<file path="config.mk">
export PLATFORM = sky130hd
export DESIGN_NAME = output_source_switch_flat
export DESIGN_NICKNAME = d
export VERILOG_FILES = /design/src/rtl/switch_pkg.sv /design/src/rtl/output_source_switch_if.sv /design/src/rtl/frame_start_detect.sv /design/src/rtl/output_source_switch.sv /design/src/flat_wrapper.sv
export SDC_FILE = /design/constraint.sdc
export NUM_CORES = 1
export LEC_CHECK = 0
export BUFFER_PORTS_ARGS = -buffer_cell sky130_fd_sc_hd__buf_2
export CORE_UTILIZATION = 35
export CTS_CLUSTER_SIZE = 24
export DETAILED_ROUTE_END_ITERATION = 8
export PLACE_DENSITY = 0.73
export SLEW_MARGIN = 20
export SYNTH_ARGS = -nofsm -noshare
export SYNTH_HDL_FRONTEND = slang
export SYNTH_HIERARCHICAL = 1
export SYNTH_SLANG_ARGS = --single-unit
</file>
<file path="constraint.sdc">
create_clock -name CLK -period 2.5 [get_ports CLK]
set_input_delay 0.5 -clock CLK [delete_from_list [all_inputs] [get_ports CLK]]
set_output_delay 0.5 -clock CLK [all_outputs]
set_load 0.05 [all_outputs]
</file>
<file path="src/rtl/switch_pkg.sv">
// rtl/switch_pkg.sv - shared types and helpers for the output source switch
//
// Purpose: switch state encoding, the frame-start primitive and the frame
//          length assumed by the modulator/silencer chain.
// Ports:   none (package).

package switch_pkg;

    // Beats (transducers) per frame. The switch needs no counter because it
    // only ever changes source on frame starts; the value is kept here so
    // stimulus and downstream blocks share one definition.
    localparam int DEPTH = 249;

    typedef enum logic [1:0] {
        ACTIVE      = 2'd0,
        WAIT_FINISH = 2'd1,
        WAIT_START  = 2'd2
    } switch_state_t;

    // A frame begins on the first valid beat after an idle cycle.
    function automatic logic frame_start(input logic valid, input logic valid_prev);
        return valid & ~valid_prev;
    endfunction

endpackage

</file>
<file path="src/rtl/output_source_switch_if.sv">
// rtl/output_source_switch_if.sv - source streams, switch control and selected output
//
// Purpose: bundles every per-source stream, the controller's switch request
//          and gating controls, and the selected output stream.
// Ports:   DUTY_IN/PHASE_IN/DIN_VALID/IDX_IN  per-source streams (packed by source)
//          REQ_SRC, USE_START_IDX, START_IDX, USE_FINISH_IDX, FINISH_IDX  control
//          DUTY/PHASE/DOUT_VALID  selected stream; CUR_SRC, PENDING  status
// Modports: master = sources + controller side, slave = switch side.

interface output_source_switch_if #(
    parameter int WIDTH   = 13,
    parameter int NUM_SRC = 4,
    parameter int IDX_W   = 16,
    parameter int SRC_W   = $clog2(NUM_SRC)
);
    logic [NUM_SRC-1:0][WIDTH-1:0] DUTY_IN;
    logic [NUM_SRC-1:0][WIDTH-1:0] PHASE_IN;
    logic [NUM_SRC-1:0]            DIN_VALID;
    logic [NUM_SRC-1:0][IDX_W-1:0] IDX_IN;
    logic [SRC_W-1:0]              REQ_SRC;
    logic                          USE_START_IDX;
    logic [IDX_W-1:0]              START_IDX;
    logic                          USE_FINISH_IDX;
    logic [IDX_W-1:0]              FINISH_IDX;
    logic [WIDTH-1:0]              DUTY;
    logic [WIDTH-1:0]              PHASE;
    logic                          DOUT_VALID;
    logic [SRC_W-1:0]              CUR_SRC;
    logic                          PENDING;

    modport master (
        output DUTY_IN, PHASE_IN, DIN_VALID, IDX_IN,
        output REQ_SRC, USE_START_IDX, START_IDX, USE_FINISH_IDX, FINISH_IDX,
        input  DUTY, PHASE, DOUT_VALID, CUR_SRC, PENDING
    );

    modport slave (
        input  DUTY_IN, PHASE_IN, DIN_VALID, IDX_IN,
        input  REQ_SRC, USE_START_IDX, START_IDX, USE_FINISH_IDX, FINISH_IDX,
        output DUTY, PHASE, DOUT_VALID, CUR_SRC, PENDING
    );

endinterface

</file>
<file path="src/rtl/frame_start_detect.sv">
// rtl/frame_start_detect.sv - rising-edge detector on one source's beat valid
//
// Purpose: flags the first beat of each frame of a single source.
// Ports:   clk_i, rst_n_i (async active-low)
//          valid_i  source beat valid
//          start_o  high on the frame's first beat (combinational from valid_i)

module frame_start_detect
    import switch_pkg::*;
(
    input  logic clk_i,
    input  logic rst_n_i,
    input  logic valid_i,
    output logic start_o
);

    logic valid_prev_q;

    always_ff @(posedge clk_i or negedge rst_n_i) begin
        if (!rst_n_i) begin
            valid_prev_q <= 1'b0;
        end else begin
            valid_prev_q <= valid_i;
        end
    end

    // Combinational so the switch can commit on the very beat the frame opens.
    assign start_o = frame_start(valid_i, valid_prev_q);

endmodule

</file>
<file path="src/rtl/output_source_switch.sv">
// rtl/output_source_switch.sv - frame-aligned N-way drive-data source selector
//
// Purpose: passes one of NUM_SRC duty/phase streams (0 = normal operator,
//          others = STM operators) to the modulator chain, changing source only
//          on frame starts with optional finish/start index gating.
// Ports:   CLK, RESET_N (async active-low)
//          bus (slave)  per-source streams and control in; selected stream,
//                       CUR_SRC and PENDING out. Output latency is one cycle.

module output_source_switch
    import switch_pkg::*;
#(
    parameter int WIDTH   = 13,
    parameter int NUM_SRC = 4,
    parameter int IDX_W   = 16,
    parameter int SRC_W   = $clog2(NUM_SRC)
) (
    input  logic                 CLK,
    input  logic                 RESET_N,
    output_source_switch_if.slave bus
);

    localparam int SRC_SPAN = 1 << SRC_W;

    logic [NUM_SRC-1:0]  fs;
    logic [SRC_SPAN-1:0] src_ok;
    logic [SRC_W-1:0]    req_eff;

    switch_state_t    state_q, state_d;
    logic [SRC_W-1:0] cur_q, cur_d;
    logic [SRC_W-1:0] tgt_q, tgt_d;
    logic [WIDTH-1:0] duty_q, phase_q;
    logic             valid_q;

    for (genvar k = 0; k < NUM_SRC; k++) begin : g_fsd
        frame_start_detect u_fsd (
            .clk_i   (CLK),
            .rst_n_i (RESET_N),
            .valid_i (bus.DIN_VALID[k]),
            .start_o (fs[k])
        );
    end

    // Selector codes that name no source are folded onto CUR_SRC, which makes
    // them indistinguishable from "no change requested".
    always_comb begin
        for (int i = 0; i < SRC_SPAN; i++) begin
            src_ok[i] = (i < NUM_SRC);
        end
    end

    assign req_eff = src_ok[bus.REQ_SRC] ? bus.REQ_SRC : cur_q;

    always_comb begin
        state_d = state_q;
        cur_d   = cur_q;
        tgt_d   = tgt_q;
        case (state_q)
            ACTIVE: begin
                if (req_eff != cur_q) begin
                    tgt_d   = req_eff;
                    state_d = bus.USE_FINISH_IDX ? WAIT_FINISH : WAIT_START;
                end
            end
            WAIT_FINISH, WAIT_START: begin
                // Request changes outrank any frame event in the same cycle.
                if (req_eff == cur_q) begin
                    state_d = ACTIVE;
                end else if (req_eff != tgt_q) begin
                    tgt_d = req_eff;
                end else if (state_q == WAIT_FINISH) begin
                    // Finishing never commits in the same cycle, even if the
                    // target opens a frame now; the commit waits for the next.
                    if (fs[cur_q] && (bus.IDX_IN[cur_q] == bus.FINISH_IDX)) begin
                        state_d = WAIT_START;
                    end
                end else if (fs[tgt_q] &&
                             (!bus.USE_START_IDX || (bus.IDX_IN[tgt_q] == bus.START_IDX))) begin
                    cur_d   = tgt_q;
                    state_d = ACTIVE;
                end
            end
            default: state_d = ACTIVE;
        endcase
    end

    always_ff @(posedge CLK or negedge RESET_N) begin
        if (!RESET_N) begin
            state_q <= ACTIVE;
            cur_q   <= '0;
            tgt_q   <= '0;
            duty_q  <= '0;
            phase_q <= '0;
            valid_q <= 1'b0;
        end else begin
            state_q <= state_d;
            cur_q   <= cur_d;
            tgt_q   <= tgt_d;
            // Selecting with cur_d lets a commit on a frame-start beat carry
            // that whole frame from the new source.
            duty_q  <= bus.DUTY_IN[cur_d];
            phase_q <= bus.PHASE_IN[cur_d];
            valid_q <= bus.DIN_VALID[cur_d];
        end
    end

    assign bus.DUTY       = duty_q;
    assign bus.PHASE      = phase_q;
    assign bus.DOUT_VALID = valid_q;
    assign bus.CUR_SRC    = cur_q;
    assign bus.PENDING    = (state_q != ACTIVE);

endmodule

</file>
<file path="src/flat_wrapper.sv">
// flat-port wrapper written by rule: the top's interface ports become plain ports
module output_source_switch_flat import switch_pkg::*;
#(
    parameter int WIDTH   = 13,
    parameter int NUM_SRC = 4,
    parameter int IDX_W   = 16,
    parameter int SRC_W   = $clog2(NUM_SRC)
)
  (CLK, RESET_N, bus_DUTY_IN, bus_PHASE_IN, bus_DIN_VALID, bus_IDX_IN, bus_REQ_SRC, bus_USE_START_IDX, bus_START_IDX, bus_USE_FINISH_IDX, bus_FINISH_IDX, bus_DUTY, bus_PHASE, bus_DOUT_VALID, bus_CUR_SRC, bus_PENDING);
  output_source_switch_if #(.WIDTH(WIDTH), .NUM_SRC(NUM_SRC), .IDX_W(IDX_W), .SRC_W(SRC_W)) bus_i ();
  input  logic CLK;
  input  logic RESET_N;
  input wire logic [$bits(bus_i.DUTY_IN)-1:0] bus_DUTY_IN;
  input wire logic [$bits(bus_i.PHASE_IN)-1:0] bus_PHASE_IN;
  input wire logic [$bits(bus_i.DIN_VALID)-1:0] bus_DIN_VALID;
  input wire logic [$bits(bus_i.IDX_IN)-1:0] bus_IDX_IN;
  input wire logic [$bits(bus_i.REQ_SRC)-1:0] bus_REQ_SRC;
  input wire logic [$bits(bus_i.USE_START_IDX)-1:0] bus_USE_START_IDX;
  input wire logic [$bits(bus_i.START_IDX)-1:0] bus_START_IDX;
  input wire logic [$bits(bus_i.USE_FINISH_IDX)-1:0] bus_USE_FINISH_IDX;
  input wire logic [$bits(bus_i.FINISH_IDX)-1:0] bus_FINISH_IDX;
  output wire logic [$bits(bus_i.DUTY)-1:0] bus_DUTY;
  output wire logic [$bits(bus_i.PHASE)-1:0] bus_PHASE;
  output wire logic [$bits(bus_i.DOUT_VALID)-1:0] bus_DOUT_VALID;
  output wire logic [$bits(bus_i.CUR_SRC)-1:0] bus_CUR_SRC;
  output wire logic [$bits(bus_i.PENDING)-1:0] bus_PENDING;
  assign bus_i.DUTY_IN = bus_DUTY_IN;
  assign bus_i.PHASE_IN = bus_PHASE_IN;
  assign bus_i.DIN_VALID = bus_DIN_VALID;
  assign bus_i.IDX_IN = bus_IDX_IN;
  assign bus_i.REQ_SRC = bus_REQ_SRC;
  assign bus_i.USE_START_IDX = bus_USE_START_IDX;
  assign bus_i.START_IDX = bus_START_IDX;
  assign bus_i.USE_FINISH_IDX = bus_USE_FINISH_IDX;
  assign bus_i.FINISH_IDX = bus_FINISH_IDX;
  assign bus_DUTY = bus_i.DUTY;
  assign bus_PHASE = bus_i.PHASE;
  assign bus_DOUT_VALID = bus_i.DOUT_VALID;
  assign bus_CUR_SRC = bus_i.CUR_SRC;
  assign bus_PENDING = bus_i.PENDING;
  output_source_switch #(.WIDTH(WIDTH), .NUM_SRC(NUM_SRC), .IDX_W(IDX_W), .SRC_W(SRC_W)) u_core (.CLK(CLK), .RESET_N(RESET_N), .bus(bus_i));
endmodule
</file>
==> flow_metrics.py, run 1 <==
metrics = {
    "outcome": {
        "status": "complete, but fails checks",
        "violations": "setup timing",
    },
    "synth": {
        "synth_warnings": 6,
        "syn_area_per_cell_um2": 13.1,
        "synth.area.top_cells": "dfrtp_1 28%, mux2i_1 26%, mux4_2 23%",
        "synth-seq-cells": 37,
        "synth_top_area_share_pct": 28.3,
        "ys_seq_area_share_pct": 28.3,
        "synth_cells": 249,
        "syn-num-nets": 462,
        "yosys.cell_types.count": 27,
        "yosys.area.top_type": "dfrtp_1",
        "syn_area_um2": 3270,
    },
    "floorplanning": {
        "die-area_um2": 9730,
        "io_pins": 240,
        "core_um2": 8890,
        "die_height_um": 98.6,
        "floorplan.initialDensity_pct": 36.8,
        "rows": 34,
        "die_width_um": 98.6,
    },
    "setup_path": {
        "crit_path_end_kind": "flop",
        "worst-setup-path-type": "reg -> reg",
        "worst_setup_path_start_kind": "flop",
        "critPathMostFrequentCell": "buf_12",
        "crit_chain": "buf_12, mux4_2, xnor2_2, nand4_1, nor4_4, o21ai_2, mux2i_4, buf_12, buf_4, mux2i_2, mux2i_1",
        "cp_slowest_cell": "mux4_2",
        "cp_data_required_time_ps": 2670,
        "slowest_delay_ps": 530,
        "cp.arrival_ps": 3110,
        "worstSetupStartpoint": "u_core/tgt_q[0]$_DFFE_PN0P_",
        "critPathMaxFanout": 11,
        "r2r-start": "u_core/tgt_q[0]$_DFFE_PN0P_",
    },
    "sta": {
        "setup_violations": 31,
        "post-route-min-period_ps": 2950,
        "finalMaxSlewViolations": 0,
        "slew_headroom_pct": 66.8,
        "finalWorstSetupSlack_ps": -449,
        "final-hold-violation-count": 0,
        "finalCritPeriodShare_pct": 118,
        "tightest_slew_ps": 499,
        "fmax_ghz": 0.339,
        "tns_ps": -11570,
        "grt_setup_unrepaired": "yes",
        "finClkSkew_ps": 5.56,
    },
    "finish": {
        "finish.instance_area_um2": 5270,
        "syn_to_final_growth_pct": 61.1,
        "drive_above_1_share_pct": 68.0,
        "fin_nets": 734,
        "utilization_pct": 59.2,
        "n_antenna_cell": 0,
    },
    "routing": {
        "wirelength_um": 10700,
        "drtIter0Drc": 51,
        "vias_per_cell": 5.04,
        "drtAntennaViolNets": 0,
        "drcViolationCount": 0,
        "drt_pass1_iterations": 4,
        "wire_per_inst_um": 17.0,
        "via_count": 3174,
    },
    "cts": {
        "cts_max_path_buffers": 2,
        "cts_tree": "built",
        "insertion_delay_ps": 280,
        "clkTransAtPathRegs_ps": 80,
        "clock_sinks": 37,
        "root_buffer": "clkbuf_8",
        "cts_buffers": 5,
        "ctsHtreeMaxLevel": 2,
    },
    "placement": {
        "port_buffers": 239,
        "placed_area_um2": 4830,
        "dpl_worst_slack_ps": -465,
        "place_congestion": 0.789,
        "place_hpwl_um": 8550,
    },
    "power": {
        "ir_drop_v": 0.000531,
        "p_leak_nw": 2.91,
        "power_per_cell_area_nw_per_um2": 932,
        "power.total_mw": 4.91,
    },
    "worst_hold_path": {
        "hold_class": "in -> async",
    },
    "grt": {
        "grt_pass1_vias": 3636,
        "grt_max_degree": 38,
        "grt_pass1_wl_um": 16700,
        "grt.overflow.total": 0,
        "antenna_found_initial": 0,
        "grt.total_usage_pct": 22.0,
    },
    "flow_run": {
        "max-cap-violations": 0,
    },
}
-- cells in the final DEF, fill, tap and decap left out --
master       n
nor4_2       1
a21oi_2      1
nor2b_4      4
o21ai_2      2
mux4_2      34
buf_12      10
or3_1        1
inv_2        2
nor4_4       1
buf_2      239
dfrtp_1     33
inv_1        5
o21a_1       1
nand3_1      1
mux2i_4      2
ha_1         3
clkbuf_8     7
inv_6        1
nor3b_1      1
nor2b_1      1
nand2_1      3
clkbuf_16    3
xnor2_1     29
nor2_1       1
o22ai_2      1
buf_16       2
buf_6        4
dfrtp_2      4
xnor2_2      7
nand4_1      8
buf_4       24
mux2i_2      3
mux2_2       3
a32oi_1      1
mux2i_1     79
-- cell families (layout without fill, tap and decap cells) --
logic type | after synthesis | count (layout) | synth area share (%)
AOI/OAI and AO/OA | 6 | 6 | 1.15
xor gates and xnor gates | 36 | 36 | 9.65
adders and majority gates | 3 | 3 | 1.15
buffers and inverters | 24 | 297 | 4.52
DFF | 37 | 37 | 28.3
muxes | 121 | 121 | 50.2
and+or+nand+nor | 22 | 22 | 5.02
-- sequential cells by signal (all words and copies together), names as in the netlist --
| signal | flops |
|---|---|
| u_core/bus.CUR_SRC | 2 |
| u_core/bus.DOUT_VALID | 1 |
| u_core/bus.DUTY | 13 |
| u_core/bus.PHASE | 13 |
| u_core/g_fsd.u_fsd/valid_prev_q | 4 |
| u_core/state_q | 2 |
| u_core/tgt_q | 2 |
-- synth_stat cells --
library cell,count
a21oi_1,1
a32oi_1,1
buf_2,4
buf_4,4
buf_6,5
clkbuf_1,4
dfrtp_1,37
ha_1,3
inv_1,7
mux2_2,3
mux2i_1,84
mux4_2,34
nand2_1,3
nand3_1,1
nand4_1,8
nor2_1,1
nor2b_1,1
nor2b_4,4
nor3b_1,1
nor4_1,1
nor4_2,1
o21a_1,1
o21ai_0,1
o21ai_1,1
o22ai_1,1
or3_1,1
xnor2_1,36
-- area by class of cell --
type / instances / area (µm²)
fill: 755 / 3630
multi-input combinational: 188 / 2320
timing repair buffer: 282 / 1750
sequential: 37 / 931
tap: 108 / 135
clock buffer: 7 / 96.3
inverter: 7 / 26.3
clock inverter: 1 / 8.76
-- metal layers --
| metal | wire (µm) | GRT usage [%] | share of wire (%) |
|---|---|---|---|
| met5 | 0 | 0 | 0 |
| met4 | 150 | 6.20 | 1.4 |
| met3 | 822 | 4.89 | 7.7 |
| met2 | 6130 | 45.2 | 57 |
| met1 | 3630 | 21.6 | 34 |
-- worst paths after layout --
kind	end	slack, ps	depth (start not counted)
worst max-delay path	u_core/bus.PHASE[0]$_DFF_PN0_	-450	11
worst max register to register	u_core/bus.PHASE[0]$_DFF_PN0_	-450	11
worst min register to register	u_core/state_q[1]$_DFFE_PN0P_	570	1
min in group CLK	u_core/g_fsd[3].u_fsd/valid_prev_q$_DFF_PN0_	360	1
max in group asynchronous	u_core/tgt_q[1]$_DFFE_PN0P_	1860	2
worst min-delay path	u_core/bus.PHASE[8]$_DFF_PN0_	260	2
-- power breakdown --
group | leakage (nW) | internal (mW) | switching, mW | total (mW)
Sequential | 0.432 | 0.791 | 0.134 | 0.925
Combinational | 2.43 | 1.77 | 1.73 | 3.50
Clock | 0.0549 | 0.255 | 0.226 | 0.481
-- through the flow --
| stage | instances | hold WS (ps) |
|---|---|---|
| floorplan | 249 | 204 |
| global placement | 607 | 519 |
| detailed placement | 607 | 562 |
| CTS | 618 | 278 |
| global route | 630 | 306 |
| finish | 630 | 258 |
-- repair_timing --
item	CTS	global route
buffers inserted	1	9
hold buffers	0	0
gates cloned	2	3
pin swaps	1	5
endpoints found under the setup margin	31	31
endpoints found under the hold margin	0	0
gates resized for setup	7	23
-- worst max-delay path, delay by kind of cell, from the launching register on --
family,cells,cell delay (ps)
flops,1,420
mux,4,1120
simple gates,2,520
compound gates,1,140
xor+xnor,1,150
buf+inv,3,480
Power figures use the tool's default switching activity.
==> run 2: changes to the inputs <==
Settings changed: PLACE_DENSITY 0.73 to 0.7.
Clock period 2.5 ns to 2.9 ns, I/O delays scaled along.
==> run 2 against run 1 <==
Against the previous run: the run still ends with setup timing left; highest routed layer unchanged; core utilization fell by 1.2 points; global-route usage up 0.29 points; clock power down 2%; register-to-register slack better by 320 ps; routed wire length up 3.4%.
==> flow_metrics.py, run 2 (synthesis gave the netlist of run 1 again) <==
metrics = {
    "outcome": {
        "status": "complete, but fails checks",
        "violations": "setup timing",
    },
    "setup_path": {
        "crit_path_end_kind": "flop",
        "worst-setup-path-type": "reg -> reg",
        "critPathMaxFanout": 9,
        "r2r-start": "u_core/tgt_q[0]$_DFFE_PN0P_",
        "worst_setup_path_start_kind": "flop",
        "rr_endpoint": "u_core/bus.DUTY[8]$_DFF_PN0_",
        "cp_data_required_time_ps": 3070,
        "cp.arrival_ps": 3190,
        "reg2reg_depth": 12,
        "rrSetupSlack_ps": -130,
        "worstSetupStartpoint": "u_core/tgt_q[0]$_DFFE_PN0P_",
    },
    "routing": {
        "drtAntennaViolNets": 0,
        "wire_per_inst_um": 18.0,
        "drcViolationCount": 0,
        "vias_per_cell": 5.16,
        "drtIter0Drc": 60,
        "drt_pass1_iterations": 6,
        "wirelength_um": 11100,
        "via_count": 3174,
    },
    "finish": {
        "num-fill-cells": 774,
        "syn_to_final_growth_pct": 57.7,
        "final_common_cell": "buf_2",
        "n_antenna_cell": 0,
        "mostFrequentLayoutCells": "239 x buf_2, 79 x mux2i_1, 35 x dfrtp_1",
        "drive_above_1_share_pct": 64.5,
        "utilization_pct": 58.0,
        "fin_nets": 719,
    },
    "sta": {
        "finClkSkew_ps": 3.77,
        "slew_headroom_pct": 42.8,
        "post-route-min-period_ps": 3030,
        "setup_violations": 27,
        "fin_hold_ws_ps": 400,
        "finalMaxSlewViolations": 0,
        "final-hold-violation-count": 0,
        "finalWorstSetupSlack_ps": -128,
        "tightest_slew_ps": 859,
        "grt_setup_unrepaired": "yes",
        "tns_ps": -2470,
        "fmax_ghz": 0.330,
        "finalCritPeriodShare_pct": 104,
    },
    "grt": {
        "grt_max_degree": 38,
        "grt_pass1_vias": 3553,
        "met3_usage_pct": 5.46,
        "globalRoute.busiestLayer": "met2",
        "grt_pass1_wl_um": 16800,
        "grt.total_usage_pct": 22.3,
        "antenna_found_initial": 0,
        "grt.overflow.total": 0,
        "gr-usage-met2_pct": 45.3,
        "use_met1_pct": 22.9,
    },
    "placement": {
        "place_congestion": 0.840,
        "place_hpwl_um": 8290,
        "port_buffers": 239,
    },
    "floorplanning": {
        "rows": 34,
        "floorplan.initialDensity_pct": 36.8,
        "die-area_um2": 9730,
        "core_um2": 8890,
        "die_width_um": 98.6,
        "io_pins": 240,
        "die_height_um": 98.6,
    },
    "cts": {
        "cts_hold_buf": 0,
        "insertion_delay_ps": 280,
        "cts_tree": "built",
        "root_buffer": "clkbuf_8",
        "clock_sinks": 37,
        "ctsHtreeMaxLevel": 2,
        "clkTransAtPathRegs_ps": 80,
        "cts_max_path_buffers": 2,
        "cts_buffers": 5,
    },
    "worst_hold_path": {
        "hold_class": "in -> async",
    },
    "power": {
        "ir_drop_v": 0.000434,
        "power_per_cell_area_nw_per_um2": 829,
        "p_leak_nw": 2.85,
    },
    "flow_run": {
        "max-cap-violations": 0,
    },
}
-- run 2: cell types whose count changed in the layout (fill, tap and decap cells not counted), sizes merged --
cell | before | now
buf | 279 | 262
clkbuf | 10 | 12
bufinv | 0 | 1
inv | 8 | 7
-- run 2: timing repair --
action / in CTS / in global routing
setup endpoints to repair: 27 / 29
setup buffers: 6 / 2
pin swaps: 2 / 4
gates resized for setup: 13 / 9
gates cloned: 4 / 6
-- run 2: per-layer routing --
metal	routed length, µm	share of wire, %
met1	3850	35
met2	6240	56
met3	892	8.0
met4	109	0.98
met5	0	0
-- run 2: worst max path at each step --
stage | endpoint | slack [ps] | depth (start not counted)
floorplan | u_core/state_q[1]$_DFFE_PN0P_ | 60 | 10
global placement | u_core/bus.DUTY[0]$_DFF_PN0_ | -240 | 10
detailed placement | u_core/bus.DUTY[4]$_DFF_PN0_ | -240 | 10
CTS | u_core/bus.PHASE[9]$_DFF_PN0_ | -100 | 13
global route | u_core/bus.PHASE[7]$_DFF_PN0_ | -260 | 12
finish | u_core/bus.DUTY[8]$_DFF_PN0_ | -130 | 12
-- run 2: area by class of cell --
cell class	count	area [µm²]	area share, %
clock buffer	7	86.3	1.67
clock inverter	1	30.0	0.583
inverter	7	26.3	0.510
multi-input combinational	188	2270	44.0
sequential	37	928	18.0
tap	108	135	2.62
timing repair buffer	267	1680	32.6
-- run 2: critical path, stage by stage, from the launching register on --
cell and delay [ps]:
dfrtp_2 440, buf_12 140, buf_12 110, mux4_2 520
xnor2_2 150, nand4_1 220, nor4_4 310, o21ai_2 140
mux2i_4 210, buf_12 190, clkbuf_16 170, mux2i_1 200
mux2i_1 100
-- run 2: report_power, final --
part / internal [mW] / leakage [nW] / switching (mW) / total [mW]
Clock: 0.281 / 0.0585 / 0.190 / 0.471
Sequential: 0.680 / 0.434 / 0.0831 / 0.763
Combinational: 1.50 / 2.35 / 1.53 / 3.04
-- run 2: through the flow --
step | power [mW] | setup WS, ps | std cells | area (µm²)
after CTS | 4.18 | -96.3 | 611 | 5050
after floorplan | 2.71 | 60.8 | 249 | 3270
after global placement | 3.35 | -239 | 593 | 4680
final | 4.27 | -128 | 615 | 5150
after detailed placement | 3.40 | -240 | 593 | 4680
after global routing | 4.50 | -261 | 615 | 5150
==> run 3: changes to the inputs <==
Settings changed: CORE_MARGIN from default to 2.
==> run 3 against run 2 <==
Against the previous run: the run still ends with setup timing left; worst setup slack better by 86 ps; largest cell class unchanged; final cell count is 0.49% higher; clock power about the same.
==> flow_metrics.py, run 3 (synthesis gave the netlist of run 1 again) <==
metrics = {
    "outcome": {
        "status": "complete, but fails checks",
        "violations": "setup timing",
    },
    "worst_hold_path": {
        "hold_class": "in -> async",
    },
    "setup_path": {
        "critPathMostFrequentCell": "buf_12",
        "rrSetupSlack_ps": -40,
        "cp.arrival_ps": 3110,
        "worst_setup_path_start_kind": "flop",
        "critPathMaxFanout": 16,
        "slowest_delay_ps": 540,
        "worst-setup-path-type": "reg -> reg",
        "crit_path_end_kind": "flop",
        "cp_slowest_cell": "mux4_2",
        "crit_chain": "buf_12, buf_12, mux4_2, xnor2_2, nand4_1, nor4_2, o21ai_2, mux2i_4, buf_12, buf_12, mux2i_1, mux2i_1",
        "cp_data_required_time_ps": 3070,
    },
    "floorplanning": {
        "rows": 35,
        "die-area_um2": 10100,
        "floorplan.initialDensity_pct": 35.7,
        "io_pins": 240,
        "core_um2": 9150,
        "die_width_um": 101,
        "die_height_um": 101,
    },
    "routing": {
        "route.met2.wl_um": 5970,
        "top_layer": "met4",
        "drtAntennaViolNets": 0,
        "drtIter0Drc": 71,
        "drcViolationCount": 0,
        "wirelength_um": 11000,
        "wl_met1_um": 3650,
        "via_count": 3136,
        "wire_per_inst_um": 17.8,
        "dr_wl_met3_um": 1040,
        "vias_per_cell": 5.07,
        "drt_pass1_iterations": 4,
    },
    "finish": {
        "final_common_cell": "buf_2",
        "syn_to_final_growth_pct": 56.1,
        "fin_nets": 719,
        "num-fill-cells": 820,
        "n_antenna_cell": 0,
        "drive_above_1_share_pct": 65.5,
        "mostFrequentLayoutCells": "239 x buf_2, 79 x mux2i_1, 35 x dfrtp_1",
        "utilization_pct": 55.7,
    },
    "power": {
        "ir_drop_v": 0.000432,
        "power.total_mw": 4.17,
        "p_leak_nw": 2.81,
        "switchingPower_mw": 1.78,
        "p_int_mw": 2.39,
        "power_per_cell_area_nw_per_um2": 817,
        "pwr-share-comb_pct": 70.7,
        "power_frac_seq_pct": 18.0,
        "sw_frac_of_total_pct": 42.6,
        "clkPwrFrac_pct": 11.3,
    },
    "sta": {
        "fmax_ghz": 0.340,
        "tightest_slew_ps": 863,
        "grt_setup_unrepaired": "yes",
        "finalMaxSlewViolations": 0,
        "tns_ps": -81.5,
        "setup_violations": 4,
        "finalWorstSetupSlack_ps": -42.4,
        "finClkSkew_ps": 4.00,
        "finalCritPeriodShare_pct": 101,
        "slew_headroom_pct": 42.5,
        "final-hold-violation-count": 0,
        "post-route-min-period_ps": 2940,
    },
    "cts": {
        "cts_tree": "built",
        "cts_buffers": 5,
        "root_buffer": "clkbuf_8",
        "clkTransAtPathRegs_ps": 80,
        "ctsHtreeMaxLevel": 2,
        "insertion_delay_ps": 290,
        "clock_sinks": 37,
        "cts_max_path_buffers": 2,
    },
    "placement": {
        "port_buffers": 239,
        "place_congestion": 0.796,
        "place_hpwl_um": 8990,
    },
    "grt": {
        "grt.total_usage_pct": 21.0,
        "antenna_found_initial": 0,
        "grt_max_degree": 38,
        "grt.overflow.total": 0,
        "grt_pass1_vias": 3424,
        "grt_pass1_wl_um": 16400,
    },
    "flow_run": {
        "max-cap-violations": 0,
    },
}
run 3: cell count changes in the layout (fill, tap and decap cells not counted):
cell and change:
buf_4 +1, buf_12 +1, buf_8 -1, clkbuf_16 -4, xnor2_1 -5, buf_6 +5, nor4_2 +1, nor4_4 -1
buf_16 -2, xnor2_2 +5
run 3: power groups by stage:
stage | sequential [mW] | clock, mW | combinational, mW
CTS | 0.752 | 0.483 | 2.95
global route | 0.767 | 0.503 | 3.13
detailed placement | 0.752 | 0 | 2.77
floorplan | 1.23 | 0 | 1.48
global placement | 0.750 | 0 | 2.73
finish | 0.750 | 0.472 | 2.94
run 3: path summary, 6_finish.rpt:
| kind | to | cells after the start | start |
|---|---|---|---|
| setup / recovery | u_core/bus.DUTY[3]$_DFF_PN0_ | 12 | u_core/tgt_q[0]$_DFFE_PN0P_ |
| hold / removal | u_core/bus.PHASE[4]$_DFF_PN0_ | 1 | RESET_N |
| max in group asynchronous | u_core/tgt_q[0]$_DFFE_PN0P_ | 1 | RESET_N |
| setup reg to reg | u_core/bus.DUTY[3]$_DFF_PN0_ | 12 | u_core/tgt_q[0]$_DFFE_PN0P_ |
| min in group CLK | u_core/g_fsd[0].u_fsd/valid_prev_q$_DFF_PN0_ | 1 | bus_DIN_VALID[0] |
| hold reg to reg | u_core/state_q[1]$_DFFE_PN0P_ | 1 | u_core/state_q[1]$_DFFE_PN0P_ |
run 3: metal layers:
layer | vias up | track usage, %
met4 | 0 | 7.17
met2 | 162 | 40.7
met5 | - | 0
met1 | 1480 | 21.0
met3 | 24 | 6.52
li1 | 1470 | -
run 3: what timing repair did:
| item | in CTS | in global routing |
|---|---|---|
| buffers inserted | 5 | 2 |
| cloned | 2 | 1 |
| endpoints found under the setup margin | 27 | 28 |
| gates resized for setup | 10 | 11 |
| pin swaps | 0 | 0 |
| hold buffers | 0 | 0 |
run 3: stage by stage:
stage	hold WS (ps)	instance area (µm²)	worst slack, ps	instances
after floorplan	284	3270	60.8	249
after global placement	522	4800	-194	602
after detailed placement	535	4800	-226	602
after CTS	424	5050	-90.4	617
after global routing	418	5100	-176	618
final	402	5100	-42.4	618
run 3: area by class of cell:
cell class	count	area, µm²	share of cell area [%]
clock buffers	7	86.3	1.69
clock inverters	1	30.0	0.589
inverters	7	26.3	0.515
multi-input cells	188	2290	45.0
flip-flops and latches	37	928	18.2
well taps	111	139	2.72
repair buffers	267	1600	31.3
run 3: worst max-delay path: cells and delay by family (launching register included):
kind,cells,cell delay [ps]
buffers and inverters,4,620
multiplexers,4,1090
XOR/XNOR,1,160
AND/OR/NAND/NOR,2,390
AO/OA/AOI/OAI,1,130
flip-flops,1,410
